File: config.mk
export PLATFORM = sky130hd
export DESIGN_NAME = apb_master_flat
export DESIGN_NICKNAME = d
export VERILOG_FILES = /design/src/rtl/apb_master_if.sv /design/src/rtl/apb_master.sv /design/src/flat_wrapper.sv
export SDC_FILE = /design/constraint.sdc
export NUM_CORES = 1
export LEC_CHECK = 0
export ABC_AREA = 1
export CAP_MARGIN = 30
export CORE_MARGIN = 2
export CORE_UTILIZATION = 50
export CTS_BUF_LIST = sky130_fd_sc_hd__clkbuf_2 sky130_fd_sc_hd__clkbuf_4 sky130_fd_sc_hd__clkbuf_8
export CTS_CLUSTER_SIZE = 20
export DETAILED_ROUTE_END_ITERATION = 12
export PLACE_DENSITY = 0.8
export SLEW_MARGIN = 0
export SYNTH_ARGS = -nofsm -noshare
export SYNTH_HDL_FRONTEND = slang
export SYNTH_SLANG_ARGS = --single-unit
File: constraint.sdc
create_clock -name pclk -period 3.49 [get_ports pclk]
set_input_delay 0.698 -clock pclk [delete_from_list [all_inputs] [get_ports pclk]]
set_output_delay 0.698 -clock pclk [all_outputs]
set_load 0.03 [all_outputs]
File: src/rtl/apb_master_if.sv
// rtl/apb_master_if.sv - command, response and APB signal bundle for apb_master
//
// Groups the three streams around the APB requester:
//   cmd_*  : command stream into the master (valid/ready)
//   rsp_*  : buffered response stream out of the master (valid/ready)
//   p*     : APB requester outputs and slave response inputs
// Modports:
//   master : the apb_master view
//   slave  : the surrounding view (command source, response sink, APB slave)

interface apb_master_if #(
   parameter int ADDR_W = 32,
   parameter int DATA_W = 32
);
   // command stream
   logic              cmd_valid;
   logic              cmd_ready;
   logic              cmd_write;
   logic [ADDR_W-1:0] cmd_addr;
   logic [DATA_W-1:0] cmd_wdata;

   // response stream
   logic              rsp_valid;
   logic              rsp_ready;
   logic [DATA_W-1:0] rsp_rdata;
   logic              rsp_err;
   logic              rsp_timeout;

   // APB
   logic              pselx;
   logic              penable;
   logic              pwrite;
   logic [ADDR_W-1:0] paddr;
   logic [DATA_W-1:0] pwdata;
   logic              pready;
   logic              pslverr;
   logic [DATA_W-1:0] prdata;

   modport master (
      input  cmd_valid, cmd_write, cmd_addr, cmd_wdata,
      output cmd_ready,
      output rsp_valid, rsp_rdata, rsp_err, rsp_timeout,
      input  rsp_ready,
      output pselx, penable, pwrite, paddr, pwdata,
      input  pready, pslverr, prdata
   );

   modport slave (
      output cmd_valid, cmd_write, cmd_addr, cmd_wdata,
      input  cmd_ready,
      input  rsp_valid, rsp_rdata, rsp_err, rsp_timeout,
      output rsp_ready,
      input  pselx, penable, pwrite, paddr, pwdata,
      output pready, pslverr, prdata
   );
endinterface

File: src/rtl/apb_master.sv
// rtl/apb_master.sv - single-outstanding APB requester with timeout guard
//
// Turns a valid/ready command stream into APB transfers and returns each
// transfer's outcome on a 2-entry buffered response stream.
// Ports:
//   pclk    : clock, all logic on the rising edge
//   preset  : synchronous active-high reset
//   bus     : apb_master_if.master
//             cmd_valid/cmd_ready/cmd_write/cmd_addr/cmd_wdata  command in
//             rsp_valid/rsp_ready/rsp_rdata/rsp_err/rsp_timeout response out
//             pselx/penable/pwrite/paddr/pwdata                 APB out (registered)
//             pready/pslverr/prdata                             APB slave response
// Parameters:
//   ADDR_W, DATA_W : bus widths (must match the interface instance)
//   TIMEOUT        : ACCESS cycles with pready=0 before abort, 0 = wait forever

module apb_master #(
   parameter int ADDR_W  = 32,
   parameter int DATA_W  = 32,
   parameter int TIMEOUT = 16
) (
   input  logic          pclk,
   input  logic          preset,
   apb_master_if.master  bus
);

   // Counter only has to reach TIMEOUT-1; the TIMEOUT-th stalled cycle is
   // recognised by the compare, not by a further increment.
   localparam int TW = (TIMEOUT > 1) ? $clog2(TIMEOUT) : 1;

   typedef enum logic [1:0] {
      S_IDLE   = 2'd0,
      S_SETUP  = 2'd1,
      S_ACCESS = 2'd2
   } state_t;

   state_t            state_q, state_d;

   // one-entry command buffer
   logic              buf_full_q;
   logic              buf_write_q;
   logic [ADDR_W-1:0] buf_addr_q;
   logic [DATA_W-1:0] buf_wdata_q;

   // registered APB outputs
   logic              psel_q;
   logic              penable_q;
   logic              pwrite_q;
   logic [ADDR_W-1:0] paddr_q;
   logic [DATA_W-1:0] pwdata_q;

   // wait-state timer
   logic [TW-1:0]     tmo_cnt_q, tmo_cnt_d;
   logic              tmo_hit;

   // two-entry response FIFO
   logic [DATA_W-1:0] fifo_rdata [2];
   logic              fifo_err   [2];
   logic              fifo_tmo   [2];
   logic              wr_ptr_q;
   logic              rd_ptr_q;
   logic [1:0]        count_q;

   // handshakes and FSM decisions
   logic              cmd_ready;
   logic              accept;
   logic              rsp_valid;
   logic              pop;
   logic              launch;
   logic              can_launch;
   logic              push;
   logic [DATA_W-1:0] push_rdata;
   logic              push_err;
   logic              push_tmo;
   logic [1:0]        occ_after;

   // ------------------------------------------------------------------
   // Handshakes
   // ------------------------------------------------------------------
   // The buffer can take a new command in the same cycle it hands its
   // current one to SETUP, which is what makes back-to-back transfers work.
   assign cmd_ready = !preset && (!buf_full_q || launch);
   assign accept    = bus.cmd_valid && cmd_ready;

   assign rsp_valid = !preset && (count_q != 2'd0);
   assign pop       = rsp_valid && bus.rsp_ready;

   generate
      if (TIMEOUT > 0) begin : g_tmo
         localparam logic [TW-1:0] TMO_LAST = TW'(TIMEOUT - 1);
         assign tmo_hit = (tmo_cnt_q == TMO_LAST);
      end else begin : g_no_tmo
         assign tmo_hit = 1'b0;
      end
   endgenerate

   // ------------------------------------------------------------------
   // FSM: next state, completion push and launch decision
   // ------------------------------------------------------------------
   always_comb begin
      state_d    = state_q;
      tmo_cnt_d  = tmo_cnt_q;
      push       = 1'b0;
      push_rdata = '0;
      push_err   = 1'b0;
      push_tmo   = 1'b0;
      launch     = 1'b0;

      // Completion is resolved first because the launch rule needs this
      // cycle's push. A late pready beats the timeout in the same cycle.
      if (state_q == S_ACCESS) begin
         if (bus.pready) begin
            push       = 1'b1;
            push_rdata = pwrite_q ? '0 : bus.prdata;
            push_err   = bus.pslverr;
         end else if (tmo_hit) begin
            push     = 1'b1;
            push_err = 1'b1;
            push_tmo = 1'b1;
         end else begin
            tmo_cnt_d = tmo_cnt_q + 1'b1;
         end
      end

      // A launch reserves a FIFO slot for the transfer it starts, so it is
      // only allowed when the FIFO will not be full after this edge.
      occ_after  = count_q + {1'b0, push} - {1'b0, pop};
      can_launch = buf_full_q && (occ_after < 2'd2);

      case (state_q)
         S_IDLE: begin
            if (can_launch) begin
               state_d = S_SETUP;
               launch  = 1'b1;
            end
         end
         S_SETUP: begin
            state_d   = S_ACCESS;
            tmo_cnt_d = '0;
         end
         S_ACCESS: begin
            if (push) begin
               if (can_launch) begin
                  state_d = S_SETUP;
                  launch  = 1'b1;
               end else begin
                  state_d = S_IDLE;
               end
            end
         end
         default: state_d = S_IDLE;
      endcase
   end

   always_ff @(posedge pclk) begin
      if (preset) begin
         state_q   <= S_IDLE;
         tmo_cnt_q <= '0;
      end else begin
         state_q   <= state_d;
         tmo_cnt_q <= tmo_cnt_d;
      end
   end

   // ------------------------------------------------------------------
   // APB output registers
   // ------------------------------------------------------------------
   // Control is registered from the next state so pselx/penable change
   // exactly at the state edge; address/data only move on a launch and
   // otherwise hold their last values through IDLE and ACCESS.
   always_ff @(posedge pclk) begin
      if (preset) begin
         psel_q    <= 1'b0;
         penable_q <= 1'b0;
         pwrite_q  <= 1'b0;
         paddr_q   <= '0;
         pwdata_q  <= '0;
      end else begin
         psel_q    <= (state_d != S_IDLE);
         penable_q <= (state_d == S_ACCESS);
         if (launch) begin
            pwrite_q <= buf_write_q;
            paddr_q  <= buf_addr_q;
            pwdata_q <= buf_wdata_q;
         end
      end
   end

   // ------------------------------------------------------------------
   // Command buffer
   // ------------------------------------------------------------------
   always_ff @(posedge pclk) begin
      if (preset) begin
         buf_full_q  <= 1'b0;
         buf_write_q <= 1'b0;
         buf_addr_q  <= '0;
         buf_wdata_q <= '0;
      end else begin
         if (accept) begin
            buf_full_q  <= 1'b1;
            buf_write_q <= bus.cmd_write;
            buf_addr_q  <= bus.cmd_addr;
            buf_wdata_q <= bus.cmd_wdata;
         end else if (launch) begin
            buf_full_q  <= 1'b0;
         end
      end
   end

   // ------------------------------------------------------------------
   // Response FIFO
   // ------------------------------------------------------------------
   always_ff @(posedge pclk) begin
      if (preset) begin
         wr_ptr_q <= 1'b0;
         rd_ptr_q <= 1'b0;
         count_q  <= 2'd0;
      end else begin
         if (push) wr_ptr_q <= ~wr_ptr_q;
         if (pop)  rd_ptr_q <= ~rd_ptr_q;
         count_q <= occ_after;
      end
   end

   // Storage needs no reset: the outputs are gated by rsp_valid.
   always_ff @(posedge pclk) begin
      if (push) begin
         fifo_rdata[wr_ptr_q] <= push_rdata;
         fifo_err[wr_ptr_q]   <= push_err;
         fifo_tmo[wr_ptr_q]   <= push_tmo;
      end
   end

   // ------------------------------------------------------------------
   // Outputs
   // ------------------------------------------------------------------
   assign bus.cmd_ready   = cmd_ready;
   assign bus.rsp_valid   = rsp_valid;
   assign bus.rsp_rdata   = rsp_valid ? fifo_rdata[rd_ptr_q] : '0;
   assign bus.rsp_err     = rsp_valid && fifo_err[rd_ptr_q];
   assign bus.rsp_timeout = rsp_valid && fifo_tmo[rd_ptr_q];

   assign bus.pselx       = psel_q;
   assign bus.penable     = penable_q;
   assign bus.pwrite      = pwrite_q;
   assign bus.paddr       = paddr_q;
   assign bus.pwdata      = pwdata_q;

endmodule

File: src/flat_wrapper.sv
// flat-port wrapper written by rule: the top's interface ports become plain ports
module apb_master_flat 
#(
   parameter int ADDR_W  = 32,
   parameter int DATA_W  = 32,
   parameter int TIMEOUT = 16
)
  (pclk, preset, bus_cmd_valid, bus_cmd_write, bus_cmd_addr, bus_cmd_wdata, bus_cmd_ready, bus_rsp_valid, bus_rsp_rdata, bus_rsp_err, bus_rsp_timeout, bus_rsp_ready, bus_pselx, bus_penable, bus_pwrite, bus_paddr, bus_pwdata, bus_pready, bus_pslverr, bus_prdata);
  apb_master_if #(.ADDR_W(ADDR_W), .DATA_W(DATA_W)) bus_i ();
  input  logic pclk;
  input  logic preset;
  input wire logic [$bits(bus_i.cmd_valid)-1:0] bus_cmd_valid;
  input wire logic [$bits(bus_i.cmd_write)-1:0] bus_cmd_write;
  input wire logic [$bits(bus_i.cmd_addr)-1:0] bus_cmd_addr;
  input wire logic [$bits(bus_i.cmd_wdata)-1:0] bus_cmd_wdata;
  output wire logic [$bits(bus_i.cmd_ready)-1:0] bus_cmd_ready;
  output wire logic [$bits(bus_i.rsp_valid)-1:0] bus_rsp_valid;
  output wire logic [$bits(bus_i.rsp_rdata)-1:0] bus_rsp_rdata;
  output wire logic [$bits(bus_i.rsp_err)-1:0] bus_rsp_err;
  output wire logic [$bits(bus_i.rsp_timeout)-1:0] bus_rsp_timeout;
  input wire logic [$bits(bus_i.rsp_ready)-1:0] bus_rsp_ready;
  output wire logic [$bits(bus_i.pselx)-1:0] bus_pselx;
  output wire logic [$bits(bus_i.penable)-1:0] bus_penable;
  output wire logic [$bits(bus_i.pwrite)-1:0] bus_pwrite;
  output wire logic [$bits(bus_i.paddr)-1:0] bus_paddr;
  output wire logic [$bits(bus_i.pwdata)-1:0] bus_pwdata;
  input wire logic [$bits(bus_i.pready)-1:0] bus_pready;
  input wire logic [$bits(bus_i.pslverr)-1:0] bus_pslverr;
  input wire logic [$bits(bus_i.prdata)-1:0] bus_prdata;
  assign bus_i.cmd_valid = bus_cmd_valid;
  assign bus_i.cmd_write = bus_cmd_write;
  assign bus_i.cmd_addr = bus_cmd_addr;
  assign bus_i.cmd_wdata = bus_cmd_wdata;
  assign bus_cmd_ready = bus_i.cmd_ready;
  assign bus_rsp_valid = bus_i.rsp_valid;
  assign bus_rsp_rdata = bus_i.rsp_rdata;
  assign bus_rsp_err = bus_i.rsp_err;
  assign bus_rsp_timeout = bus_i.rsp_timeout;
  assign bus_i.rsp_ready = bus_rsp_ready;
  assign bus_pselx = bus_i.pselx;
  assign bus_penable = bus_i.penable;
  assign bus_pwrite = bus_i.pwrite;
  assign bus_paddr = bus_i.paddr;
  assign bus_pwdata = bus_i.pwdata;
  assign bus_i.pready = bus_pready;
  assign bus_i.pslverr = bus_pslverr;
  assign bus_i.prdata = bus_prdata;
  apb_master #(.ADDR_W(ADDR_W), .DATA_W(DATA_W), .TIMEOUT(TIMEOUT)) u_core (.pclk(pclk), .preset(preset), .bus(bus_i));
endmodule
==> results of run 1 <==
## metal layers
metal | vias up | GRT usage (%) | wire length (um)
met2 | 229 | 32.9 | 9320
met3 | 23 | 6.93 | 1770
met5 | - | 0 | 0
met4 | 0 | 6.71 | 261
li1 | 3679 | - | -
met1 | 3218 | 27.8 | 8770
## cell type report
type / instances / area, um2
Sequential cell: 212 / 4920
Tap cell: 225 / 282
Clock buffer: 53 / 654
Clock inverter: 9 / 67.6
Fill cell: 1380 / 5650
Inverter: 181 / 681
Multi-Input combinational cell: 576 / 2850
Timing Repair Buffer: 222 / 2130
Antenna cell: 1 / 2.50
## synth_stat cells, types with 3 or more instances
master	n
inv_1	180
nand2_1	207
ha_1	3
mux2_2	34
buf_4	6
buf_1	4
dfxtp_1	144
a21oi_1	72
nor2_1	111
edfxtp_1	68
o21ai_0	69
buf_2	15
nand4_1	65
buf_6	7
nand3_1	4
clkbuf_1	38
## where the power goes
group,total (mW),leakage [nW],switching (mW),internal (mW)
logic,0.886,2.79,0.514,0.372
registers,2.77,1.81,0.0803,2.69
clock network,2.20,0.374,0.934,1.27
## state kept, by name, summed over array words and instances, names as in the netlist, named ones only
signal,cells
u_core.bus.pselx,1
u_core.fifo_rdata,64
u_core.buf_wdata_q,32
u_core.count_q,2
u_core.bus.pwdata,32
u_core.bus.penable,1
u_core.wr_ptr_q,1
u_core.buf_write_q,1
u_core.bus.pwrite,1
u_core.buf_addr_q,32
u_core.state_q,2
u_core.fifo_tmo,2
u_core.tmo_cnt_q,4
u_core.buf_full_q,1
u_core.fifo_err,2
u_core.rd_ptr_q,1
u_core.bus.paddr,32
## worst max-delay path: stages
cell,delay (ps)
clkdlybuf4s50_1,460
nand2_1,130
inv_1,50
ha_1,260
inv_1,40
ha_1,200
inv_1,60
nand2_1,60
nand2_1,60
nand2_1,40
nand2_1,110
nand3_4,80
a21oi_2,160
buf_4,190
## path summary, 6_finish.rpt
kind / startpoint / endpoint / slack (ps) / cells past startpoint
setup / recovery: bus_rsp_ready / bus_cmd_ready / 190 / 14
hold / removal: u_core.bus.paddr[5]$_SDFFE_PP0P_ / u_core.bus.paddr[5]$_SDFFE_PP0P_ / 440 / 2
setup reg to reg: u_core.tmo_cnt_q[0]$_SDFFE_PP0P_ / u_core.buf_addr_q[12]$_SDFFE_PP0P_ / 930 / 18
hold reg to reg: u_core.bus.paddr[5]$_SDFFE_PP0P_ / u_core.bus.paddr[5]$_SDFFE_PP0P_ / 440 / 2
## logic make-up (layout without fill, tap and decap cells)
group                      after synthesis  in the layout  synth area share, %
AOI/OAI and AO/OA                      142            142                 8.13
xor gates and xnor gates                 1              1               0.0997
adders and majority gates                3              3                0.427
buffers and inverters                  251            465                 11.8
DFF                                    212            212                 56.1
muxes                                   34             34                 4.36
other                                    0              1                    0
and+or+nand+nor                        396            396                 19.1
## timing repair
| item | in CTS | in global routing |
|---|---|---|
| buffers inserted | 0 | 0 |
| gates resized for setup | 0 | 1 |
| hold endpoints to repair | 0 | 0 |
| hold buffers | 0 | 0 |
| endpoints found under the setup margin | 0 | 1 |
==> flow_summary_export.csv, run 1 <==
group,metric,value,unit
yosys,yosysSeqAreaShare,56.1,%
timing,worst_slew_pin_slew,878,ps
yosys,ys_seq_elements,212,
timing,slew_headroom,41.5,%
yosys,yosysTopAreaCell,"dfxtp_1",
yosys,ys_types,25,
yosys,async_flop_share,0,%
setup_path,crit_path_start_kind,"input pin",
timing,fin_worst_skew,26.3,ps
cells_and_area,mostFrequentLayoutCells,"nand2_1, inv_1, clkdlybuf4s50_1, dfxtp_1, nor2_1",
yosys,synth_warnings,0,
global_routing,first_global_vias,6499,
pwr,leakage,4.97,nW
drt,wl_per_cell,13.6,um
floorplanning,num_rows,48,
drt,ant_nets,0,
placed_design,place_area,10900,um2
placed_design,post-place-ws,122,ps
global_routing,grt_first_pass_wirelength,31600,um
timing,min_period,3300,ps
drt,viasPerCell,4.83,
cells_and_area,fin_util,67.2,%
drt,via_count,7149,
clocking,cts_buffer_depth,3,
floorplanning,start_util,51.0,%
clocking,root_buffer,"clkbuf_8",
placed_design,place_hpwl,12300,um
floorplanning,die_w,137,um
yosys,synthTopCellsByArea,"dfxtp_1, edfxtp_1, nand2_1",
cells_and_area,nets,1335,
pwr,finalPower,5.86,mW
global_routing,grt_max_degree,89,
run_status,outcome,"complete, no violations",
drt,drt_pass1_iterations,5,
global_routing,antenna_found_initial,1,
timing,max_freq,0.303,GHz
setup_path,cp.arrival,2600,ps
floorplanning,die-area,18600,um2
timing,min_period_over_period,94.6,%
yosys,yosys.area.top_type_share,32.8,%
placed_design,port_buffers,205,
yosys,synth_ff_type,"dfxtp_1",
global_routing,track_usage,21.1,%
floorplanning,die_h,137,um
yosys,synth_area_per_cell,8.46,um2
timing,setup_viol,0,
timing,rsz0062_at_grt,"no",
placed_design,finalWeightedCongestion,0.767,
yosys,synthesis.nets,1145,
setup_path,critPathMaxFanout,2,
cells_and_area,syn_to_final_growth,31.9,%
clocking,htreeDepth,2,
drt,wirelength,20100,um
pwr,peakVddDrop,342,uV
yosys,synth_edf_count,68,
setup_path,critical_path.endpoint_type,"primary output",
clocking,clkLatencyLatePin,510,ps
cells_and_area,final_cell_area,11600,um2
global_routing,grt.overflow.total,0,
yosys,syn_inst,1039,
timing,fin_setup_tns,0,ps
clocking,cts_tree,"built",
cells_and_area,mostFrequentLayoutCell,"nand2_1",
setup_path,crit_type,"in -> out",
hold_path,hold_class,"reg -> reg",
yosys,syn_area,8790,um2
placed_design,post-place-cells,1416,
cells_and_area,final_cells,1479,
cells_and_area,drive_gt1_share,12.5,%
floorplanning,io_pins,206,
clocking,cts_buffers,36,
pwr,cellPowerDensity,505,nW/um2
timing,worst_hold_slack,442,ps
timing,hold_viol,0,
timing,finalWorstSetupSlack,190,ps
setup_path,cp.required,2790,ps
timing,drv_slew,0,
clocking,clk_pin_slew,60,ps
drt,drtIter0Drc,432,
drt,drc_errors,0,
flow_run,drv_cap,0,
clocking,cts.sinks,212,
floorplanning,core-area,17200,um2
(Power assumes the default switching activity.)
==> run 2, diff against run 1 <==
- RECOVER_POWER: not set -> 25
==> run 2 against run 1 <==
  * First-iteration DRC count grew 2.3%
  * Critical endpoint unchanged
  * Sequential share of layout area grew 0.087 points
  * Largest power group unchanged
  * Critical path type unchanged
  * Combinational power is essentially flat
  * Utilization shrank 0.14 points
  * Largest cell class unchanged
  * Clock skew shrank 0.64 ps
==> flow_summary_export.csv, run 2 (same netlist as run 1, synthesis figures left out) <==
group,metric,value,unit
hold_path,hold_end,"u_core.bus.paddr[5]$_SDFFE_PP0P_",
timing,slew_headroom,3.92,%
global_routing,grt_first_pass_wirelength,31600,um
drt,ant_nets,0,
setup_path,crit_path_start_kind,"input pin",
floorplanning,start_util,51.0,%
setup_path,cp.required,2790,ps
timing,min_period_over_period,94.6,%
cells_and_area,nFillCells,1387,
pwr,peakVddDrop,342,uV
setup_path,reg2reg_to,"u_core.tmo_cnt_q[3]$_SDFFE_PP0P_",
hold_path,hp-start,"u_core.bus.paddr[5]$_SDFFE_PP0P_",
timing,min_period,3300,ps
cells_and_area,nets,1335,
setup_path,cp_cell_sequence,"clkdlybuf4s50_1 -> nand2_1 -> inv_1 -> ha_1 -> inv_1 -> ha_1 -> inv_1 -> nand2_1 -> nand2_1 -> nand2_1 -> nand2_1 -> nand3_4 -> a21oi_2 -> buf_4",
clocking,cts_tree,"built",
setup_path,cp_slowest_cell,"clkdlybuf4s50_1",
cells_and_area,mostFrequentLayoutCells,"nand2_1, inv_1, clkdlybuf4s50_1, dfxtp_1, nor2_1",
cells_and_area,mostFrequentLayoutCell,"nand2_1",
clocking,clkLatencyLatePin,510,ps
hold_path,min_path_cells,2,
clocking,root_buffer,"clkbuf_8",
clocking,cts_buffers,36,
setup_path,crit_type,"in -> out",
floorplanning,die_h,137,um
global_routing,first_global_vias,6499,
setup_path,critical_path.endpoint_type,"primary output",
cells_and_area,drive_gt1_share,12.1,%
global_routing,grt_max_degree,89,
placed_design,port_buffers,205,
setup_path,crit_top_cell,"nand2_1",
setup_path,r2r_cells,9,
run_status,outcome,"complete, no violations",
timing,rsz0062_at_grt,"no",
setup_path,rr_startpoint,"u_core.state_q[1]$_SDFF_PP0_",
setup_path,r2r_slack,930,ps
global_routing,grt.overflow.total,0,
drt,drc_errors,0,
drt,wirelength,20100,um
drt,viasPerCell,4.83,
clocking,clk_pin_slew,60,ps
global_routing,antenna_found_initial,1,
cells_and_area,fin_util,67.1,%
setup_path,crit_family,"buffers and inverters",
drt,drt_pass1_iterations,5,
clocking,cts.sinks,212,
timing,fin_setup_tns,0,ps
cells_and_area,final_cell_area,11600,um2
pwr,cellPowerDensity,506,nW/um2
drt,via_count,7149,
floorplanning,io_pins,206,
hold_path,hold_class,"reg -> reg",
cells_and_area,final_cells,1479,
floorplanning,num_rows,48,
drt,drtIter0Drc,442,
clocking,cts_buffer_depth,3,
clocking,cts_resized,0,
flow_run,drv_cap,0,
cells_and_area,largest_reg_flops,64,
floorplanning,die_w,137,um
drt,wl_per_cell,13.6,um
cells_and_area,syn_to_final_growth,31.6,%
placed_design,finalWeightedCongestion,0.767,
floorplanning,core-area,17200,um2
timing,hold_viol,0,
clocking,post_cts.repair.setup_buffers,0,
cells_and_area,regMostFlops,"u_core.fifo_rdata",
placed_design,post-place-cells,1416,
clocking,htreeDepth,2,
setup_path,cp_num_buf_inv,5,
cells_and_area,regArea,4920,um2
pwr,leakage,4.96,nW
clocking,ctsHoldBuffers,0,
timing,setup_viol,0,
floorplanning,die-area,18600,um2
placed_design,place_area,10900,um2
timing,fin_worst_skew,25.6,ps
setup_path,critPathMaxFanout,2,
global_routing,track_usage,21.1,%
setup_path,cp.arrival,2600,ps
setup_path,cp_slowest_stage_delay,460,ps
timing,worst_slew_pin_slew,1440,ps
placed_design,place_hpwl,12300,um
timing,drv_slew,0,
timing,max_freq,0.303,GHz
cells_and_area,multi_input_area,2830,um2
run 2: cell count changes in the layout (fill, tap and decap cells not counted):
cell      before  now
buf_4         49   46
clkbuf_1       0    3
nor2_1       109  112
nor2_2         3    1
buf_2          2    1
clkbuf_2       0    1
nor2_4         1    0
run 2: cell type report:
class                      instances  area share [%]
timing repair buffer             222            18.3
sequential                       212            42.6
clock buffer                      53            5.66
tap                              225            2.43
multi-input combinational        576            24.5
antenna                            1          0.0216
clock inverter                     9           0.584
inverter                         181            5.89
run 2: worst reg2reg max path, delay by kind of cell (launching register included):
| kind | cells | cell delay [ps] |
|---|---|---|
| buffers and inverters | 4 | 1410 |
| AND/OR/NAND/NOR | 3 | 570 |
| flip-flops | 1 | 330 |
| AO/OA/AOI/OAI | 2 | 200 |
run 2: where the power goes:
group          switching (mW)  internal (mW)  leakage, nW
clock network           0.934           1.27        0.374
logic                   0.513          0.371         2.78
registers              0.0801           2.69         1.81
run 2: how the worst max path moves through the flow:
stage                        startpoint             to  slack [ps]  cells after the start
after floorplan                  preset  bus_cmd_ready          60                     14
after global placement    bus_rsp_ready  bus_cmd_ready         130                     14
after detailed placement  bus_rsp_ready  bus_cmd_ready         120                     14
after CTS                 bus_rsp_ready  bus_cmd_ready         110                     14
after global routing      bus_rsp_ready  bus_cmd_ready          60                     14
final                     bus_rsp_ready  bus_cmd_ready         190                     14
run 2: metrics by stage:
| stage | setup slack, ps | hold slack [ps] | power, mW |
|---|---|---|---|
| final | 188 | 442 | 5.85 |
| after floorplan | 56.3 | 421 | 3.32 |
| after detailed placement | 122 | 435 | 3.70 |
| after global placement | 134 | 432 | 3.69 |
| after CTS | 109 | 444 | 5.93 |
| after global routing | 58.7 | 461 | 6.13 |
run 2: layer usage:
layer  share of wire, %  vias to the layer above  wire length [um]  global-route usage, %
li1                   -                     3679                 -                      -
met1                 43                     3200              8670                   27.8
met2                 47                      245              9380                   32.9
met3                8.8                       25              1770                   6.93
met4                1.4                        0               276                   6.71
met5                  0                        -                 0                      0
